<file path="config.mk">
export PLATFORM = sky130hd
export DESIGN_NAME = pipa_moding_encoder
export DESIGN_NICKNAME = d
export VERILOG_FILES = /design/src/rtl/pipa_pkg.sv /design/src/rtl/pipa_axis_mod.sv /design/src/rtl/pipa_moding_encoder.sv
export SDC_FILE = /design/constraint.sdc
export NUM_CORES = 1
export LEC_CHECK = 0
export ABC_AREA = 0
export BUFFER_PORTS_ARGS = -buffer_cell sky130_fd_sc_hd__buf_2
export CELL_PAD_IN_SITES_DETAIL_PLACEMENT = 0
export CELL_PAD_IN_SITES_GLOBAL_PLACEMENT = 1
export CORE_UTILIZATION = 50
export CTS_CLUSTER_SIZE = 40
export DETAILED_ROUTE_END_ITERATION = 8
export PLACE_DENSITY = 0.92
export SYNTH_ARGS = -nofsm -noshare
export SYNTH_HDL_FRONTEND = slang
export SYNTH_HIERARCHICAL = 1
export SYNTH_SLANG_ARGS = --single-unit
</file>
<file path="constraint.sdc">
create_clock -name SIM_CLK -period 14.26 [get_ports SIM_CLK]
set_input_delay 2.139 -clock SIM_CLK [delete_from_list [all_inputs] [get_ports SIM_CLK]]
set_output_delay 2.139 -clock SIM_CLK [all_outputs]
set_load 0.005 [all_outputs]
</file>
<file path="src/rtl/pipa_pkg.sv">
// Shared constants and types for the PIPA 3-3 ternary moding encoder.
package pipa_pkg;

  localparam int SLOTS_PER_FRAME = 6;
  localparam int NOMINAL_P       = 3;
  localparam int QMAX            = 3;
  localparam int RES_W_DEF       = 12;

  typedef logic [2:0] slot_t;

  localparam slot_t SLOT_LAST = slot_t'(SLOTS_PER_FRAME - 1);

  // Largest magnitude a residual of the given width may hold (symmetric range).
  function automatic int res_limit(input int res_w);
    return (1 << (res_w - 1)) - 1;
  endfunction

endpackage

</file>
<file path="src/rtl/pipa_axis_mod.sv">
// One PIPA axis: residual accumulator, plus-slot count p, sticky saturation
// flag and the registered plus/minus pulse lines.
module pipa_axis_mod
  import pipa_pkg::*;
#(
  parameter int RATE_W = 8,
  parameter int RES_W  = RES_W_DEF
) (
  input  logic              clk,
  input  logic              rst_n,
  input  logic              enable,
  input  logic              pipdat,
  input  logic              frame_tick,
  input  logic [2:0]        slot_next,
  input  logic [RATE_W-1:0] rate,
  output logic              pipa_p,
  output logic              pipa_m,
  output logic              sat
);

  localparam int                      RES_MAX = res_limit(RES_W);
  localparam logic signed [RES_W:0]   SUM_HI  = (RES_W+1)'(RES_MAX);
  localparam logic signed [RES_W:0]   SUM_LO  = (RES_W+1)'(-RES_MAX - 1);
  localparam logic signed [RES_W-1:0] R_HI    = RES_W'(RES_MAX);
  localparam logic signed [RES_W-1:0] R_LO    = RES_W'(-RES_MAX);
  localparam logic signed [RES_W-1:0] Q_HI    = RES_W'(QMAX);
  localparam logic signed [RES_W-1:0] Q_LO    = RES_W'(-QMAX);
  localparam logic signed [3:0]       Q4_HI   = 4'(QMAX);
  localparam logic signed [3:0]       Q4_LO   = 4'(-QMAX);

  function automatic logic signed [RES_W-1:0] sat_res(input logic signed [RES_W:0] s);
    if (s > SUM_HI)      return R_HI;
    else if (s < SUM_LO) return R_LO;
    else                 return s[RES_W-1:0];
  endfunction

  // Halve toward zero (arithmetic shift floors, so bump negative odd values)
  // then clamp to the +/-QMAX moding range.
  function automatic logic signed [3:0] half_clamp(input logic signed [RES_W-1:0] r);
    logic signed [RES_W-1:0] h;
    h = (r >>> 1) + $signed({{(RES_W-1){1'b0}}, r[RES_W-1] & r[0]});
    if (h > Q_HI)      return Q4_HI;
    else if (h < Q_LO) return Q4_LO;
    else               return h[3:0];
  endfunction

  logic signed [RES_W-1:0] res_q, res_d;
  logic        [2:0]       p_q, p_d;
  logic                    sat_q, sat_d;
  logic                    pp_q, pp_d;
  logic                    pm_q, pm_d;

  logic signed [RES_W:0]   rate_ext;
  logic signed [RES_W:0]   sum;
  logic                    ovf;
  logic signed [RES_W-1:0] r_sat;
  logic signed [3:0]       q;
  logic        [2:0]       p_new;
  logic signed [RES_W-1:0] res_new;

  always_comb begin
    rate_ext = '0;
    if (enable) rate_ext = {{(RES_W+1-RATE_W){rate[RATE_W-1]}}, rate};
    sum     = {res_q[RES_W-1], res_q} + rate_ext;
    ovf     = (sum > SUM_HI) || (sum < SUM_LO);
    r_sat   = sat_res(sum);
    q       = half_clamp(r_sat);
    p_new   = 3'(NOMINAL_P) + q[2:0];
    res_new = r_sat - ({{(RES_W-4){q[3]}}, q} <<< 1);

    res_d = res_q;
    p_d   = p_q;
    sat_d = sat_q;
    if (frame_tick) begin
      res_d = res_new;
      p_d   = p_new;
      sat_d = sat_q | ovf;
    end

    // Polarity uses the post-update slot and p so a coincident edge takes effect at once.
    pp_d = enable & pipdat & (slot_next <  p_d);
    pm_d = enable & pipdat & (slot_next >= p_d);
  end

  always_ff @(posedge clk) begin
    if (!rst_n) begin
      res_q <= '0;
      p_q   <= 3'(NOMINAL_P);
      sat_q <= 1'b0;
      pp_q  <= 1'b0;
      pm_q  <= 1'b0;
    end else begin
      res_q <= res_d;
      p_q   <= p_d;
      sat_q <= sat_d;
      pp_q  <= pp_d;
      pm_q  <= pm_d;
    end
  end

  assign pipa_p = pp_q;
  assign pipa_m = pm_q;
  assign sat    = sat_q;

endmodule

</file>
<file path="src/rtl/pipa_moding_encoder.sv">
// AGC PIPA responder: tracks PIPASW slot edges, marks frame boundaries and
// drives three ternary-moded axes from per-frame commanded rates.
module pipa_moding_encoder
  import pipa_pkg::*;
#(
  parameter int RATE_W = 8,
  parameter int RES_W  = RES_W_DEF
) (
  input  logic              SIM_CLK,
  input  logic              SIM_RST_n,
  input  logic              ENABLE,
  input  logic              PIPASW,
  input  logic              PIPDAT,
  input  logic [RATE_W-1:0] RATEX,
  input  logic [RATE_W-1:0] RATEY,
  input  logic [RATE_W-1:0] RATEZ,
  output logic              PIPAXp,
  output logic              PIPAXm,
  output logic              PIPAYp,
  output logic              PIPAYm,
  output logic              PIPAZp,
  output logic              PIPAZm,
  output logic              FRAME,
  output logic [2:0]        SLOT,
  output logic              SATX,
  output logic              SATY,
  output logic              SATZ
);

  logic  pipasw_q, pipasw_d;
  slot_t slot_q, slot_d;
  logic  frame_q, frame_d;
  logic  rise;
  logic  frame_tick;

  always_comb begin
    pipasw_d   = PIPASW;
    rise       = PIPASW & ~pipasw_q;
    frame_tick = rise & (slot_q == SLOT_LAST);
    slot_d     = slot_q;
    if (frame_tick)  slot_d = '0;
    else if (rise)   slot_d = slot_q + 3'd1;
    frame_d    = frame_tick;
  end

  always_ff @(posedge SIM_CLK) begin
    if (!SIM_RST_n) begin
      pipasw_q <= 1'b0;
      slot_q   <= '0;
      frame_q  <= 1'b0;
    end else begin
      pipasw_q <= pipasw_d;
      slot_q   <= slot_d;
      frame_q  <= frame_d;
    end
  end

  assign SLOT  = slot_q;
  assign FRAME = frame_q;

  pipa_axis_mod #(.RATE_W(RATE_W), .RES_W(RES_W)) u_axis_x (
    .clk        (SIM_CLK),
    .rst_n      (SIM_RST_n),
    .enable     (ENABLE),
    .pipdat     (PIPDAT),
    .frame_tick (frame_tick),
    .slot_next  (slot_d),
    .rate       (RATEX),
    .pipa_p     (PIPAXp),
    .pipa_m     (PIPAXm),
    .sat        (SATX)
  );

  pipa_axis_mod #(.RATE_W(RATE_W), .RES_W(RES_W)) u_axis_y (
    .clk        (SIM_CLK),
    .rst_n      (SIM_RST_n),
    .enable     (ENABLE),
    .pipdat     (PIPDAT),
    .frame_tick (frame_tick),
    .slot_next  (slot_d),
    .rate       (RATEY),
    .pipa_p     (PIPAYp),
    .pipa_m     (PIPAYm),
    .sat        (SATY)
  );

  pipa_axis_mod #(.RATE_W(RATE_W), .RES_W(RES_W)) u_axis_z (
    .clk        (SIM_CLK),
    .rst_n      (SIM_RST_n),
    .enable     (ENABLE),
    .pipdat     (PIPDAT),
    .frame_tick (frame_tick),
    .slot_next  (slot_d),
    .rate       (RATEZ),
    .pipa_p     (PIPAZp),
    .pipa_m     (PIPAZm),
    .sat        (SATZ)
  );

endmodule

</file>
==> reports/metrics.csv <==
stage,metric,value,unit
critical_path,R2R depth,23,
run,Max Cap Viol,0,
drt,Avg WL per Cell,17.5,um
critical_path,CP Class,input pin to flop,
synthesis,Synth Area in Adders,12.4,%
synthesis,Yosys warning count,6,
timing,Fin. Hold Viols,0,
synthesis,Synth Area in Compound Gates,35.1,%
pwr,clock network power share,32.3,%
floorplan,die area,18500,um^2
grt,largest net degree at the start of global routing,58,
cts,H-tree levels,3,
outcome,status,finished clean,
pwr,Sequential Power Share,24.0,%
synthesis,post-synth cell types,122,
synthesis,synthesized net count,1286,
layout,proportion of layout cells with a drive suffix above 1,12.4,%
cts,CTS tree,built,
synthesis,Syn Std Cell Area,8980,um^2
drt,"antenna viol nets, final",0,
timing,final clock skew,0.00677,ns
synthesis,Post-Synth XOR/XNOR Area,5.44,%
timing,# setup viols final,0,
timing,max frequency,103,MHz
timing,final-report max-slew violation count,0,
synthesis,Post-Synth Simple-Gate Area,25.3,%
synthesis,Cells after Synth,1180,
pwr,Lkg Pwr,3.82,nW
pwr,P_sw,263,uW
critical_path,critical path arrival,9.90,ns
drt,drt first pass iters,5,
pwr,Pint,433,uW
placed_design,detailed-placement wirelength estimate,18700,um
drt,Via-to-Cell Ratio,6.48,
synthesis,Mapped Avg Cell Area,7.61,um^2
synthesis,"FFs w/ async S/R, synth",0,%
drt,Post-Route WL,24600,um
synthesis,Post-synth top flop,dfxtp_1,
synthesis,number of synthesized register bits,59,
critical_path,Crit Path Max Fanout,34,
min_path,HP Class,flop to flop,
placed_design,RD Place Congestion,0.944,
grt,GRT Resource Usage Total,27.2,%
timing,RSZ-0062 raised after global routing,no,
grt,initial antenna violation count,0,
min_path,worst hold stages,2,
cts,CTS Buf Count,9,
floorplan,IO Pins,42,
critical_path,worst endpoint required time,14.48,ns
floorplan,area of the core,17400,um^2
drt,DRT iter0 DRCs,785,
timing,setup tns final,0,ns
min_path,hold wc startpoint,u_axis_y/sat,
critical_path,startpoint types,input pin,
floorplan,Die Ht,136,um
cts,Worst-Skew Late Latency,0.34,ns
drt,DRC,0,
layout,# fillers,1681,
critical_path,delay of the slowest critical-path stage,0.85,ns
critical_path,slack of the worst reg-to-reg path,6.71,ns
drt,Via Count,9109,
grt,first-pass GRT wire length,40600,um
timing,crit share post-route,67.8,%
floorplan,starting density of the core,51.6,%
synthesis,proportion of synthesized area in mux cells,2.91,%
cts,CTS Root Cell,clkbuf_16,
cts,Resize count post-CTS,0,
min_path,hold endpoint,u_axis_y/sat,
critical_path,CP dominant cell by count,ha_1,
cts,CTS Sinks,59,
synthesis,main combinational cell family by area after synthesis,compound AO/OA/AOI/OAI gates,
timing,worst-margin pin slew,1.06,ns
pwr,Net Sw Frac,37.8,%
critical_path,reg-to-reg startpoint,u_axis_z/res_q[4],
timing,relative slew slack,28.8,%
critical_path,Crit. End Element,flop,
synthesis,"EDFF count, synth",0,
layout,nets,1282,
cts,Post CTS Setup Buffer Count,0,
synthesis,register area share after synthesis,13.1,%
floorplan,Rows,48,
layout,Util after Layout,54.4,%
critical_path,crit path max-delay cell type,o211ai_1,
cts,CTS clock-pin slew for the worst setup and hold paths,0.05,ns
timing,minimum clock period,9.67,ns
cts,Clock Path Buffers,2,
critical_path,Worst Path Buf+Inv,3,
pwr,PwrDens,73.4,nW/um^2
placed_design,buffers added on ports,41,
pwr,Peak supply drop,0.0715,mV
grt,final global-route overflow total,0,
critical_path,Critical Path Source,ENABLE,
pwr,Logic pwr share,43.7,%
grt,vias in the first global route,8046,
layout,Area Growth Syn to Fin,5.54,%
critical_path,"Largest delay share family, worst path",compound AO/OA/AOI/OAI gates,
cts,hold_buf cts,0,
floorplan,Die Span X,136,um
layout,# diodes,0,
critical_path,reg-to-reg endpoint,u_axis_z/res_q[8],
layer usage:
layer  wire [um]  vias up  global-route usage (%)
met4         542        0                    8.33
met3        1400       34                    3.77
met5           0        -                       0
met1       11800     4285                    38.1
li1            -     4493                       -
met2       10900      297                    42.6
kinds of logic after synthesis:
| family | count (synthesis) |
|---|---|
| xor gates and xnor gates | 52 |
| muxes | 25 |
| AOI/OAI and AO/OA | 429 |
| buffers and inverters | 106 |
| DFF | 59 |
| adders and majority gates | 89 |
| and+or+nand+nor | 420 |
placed cells by master (no fill, tap or decap), types with 17 or more instances in the layout:
cell type / n
xnor2_1: 33
a31oi_1: 18
ha_1: 74
nand2_1: 79
dfxtp_1: 59
nor2b_1: 19
nor3_1: 45
inv_1: 42
a21oi_1: 92
nand3_1: 39
o21ai_0: 64
buf_2: 41
or3_1: 17
a21o_1: 39
and2_1: 30
nor2_1: 90
synth_stat cells, types with 14 or more instances:
master	n	area, um^2
a21oi_1	92	460
nor2_1	90	338
nand2_1	79	297
ha_1	74	926
o21ai_0	64	320
dfxtp_1	59	1180
nor3_1	45	225
inv_1	42	158
a21o_1	39	293
nand3_1	39	195
xnor2_1	33	289
and2_1	30	188
buf_2	22	110
clkbuf_1	20	75.1
nor2b_1	19	119
a31oi_1	18	113
or3_1	17	106
mux2i_1	16	160
xor2_1	16	140
o21a_1	14	105
sequential cells by signal, indices dropped and copies added (netlist names), 3 cells and up:
register / cells
u_axis_x/res_q: 12
u_axis_z/p_q: 3
u_axis_y/res_q: 12
u_axis_y/p_q: 3
u_axis_z/res_q: 12
SLOT: 3
u_axis_x/p_q: 3
tightest hold or removal path: cells and delay by family, from the launching register on:
family          cells  cell delay [ns]
flops               1             0.32
compound gates      1             0.04
simple gates        1             0.07
power by group through the flow:
stage	clock [mW]	combinational (mW)	sequential (mW)
after floorplan	0	0.238	0.170
after global placement	0	0.295	0.170
after detailed placement	0	0.296	0.170
after CTS	0.230	0.298	0.167
after global routing	0.236	0.335	0.167
final	0.225	0.304	0.167
per-stage QoR:
stage               hold WS, ns  std cells  total power [mW]  worst slack (ns)  area, um^2
floorplan                 0.432       1180             0.409              6.16        8980
finish                    0.471       1406             0.696              4.59        9480
CTS                       0.475       1406             0.696              4.78        9480
detailed placement        0.462       1390             0.466              4.40        9170
global route              0.499       1406             0.738              4.01        9480
global placement          0.449       1390             0.465              4.67        9170
layout make-up:
type | count | area [um^2] | area share (%)
multi-input cells | 1015 | 7300 | 77.0
clock buffers | 12 | 267 | 2.81
clock inverters | 4 | 47.5 | 0.501
repair buffers | 44 | 228 | 2.40
flip-flops and latches | 59 | 1180 | 12.5
inverters | 47 | 179 | 1.89
well taps | 225 | 282 | 2.97
worst max-delay path by stage:
stage                         end  slack, ns  depth (start not counted)
6_report        u_axis_z/res_q[8]       4.59                         25
5_1_grt         u_axis_z/res_q[8]       4.01                         25
4_1_cts         u_axis_z/res_q[8]       4.78                         25
3_5_place_dp    u_axis_z/res_q[8]       4.40                         25
3_3_place_gp    u_axis_z/res_q[8]       4.67                         25
2_1_floorplan  u_axis_y/res_q[11]       6.16                         27
Note: power is estimated with default switching activity, not from simulation.
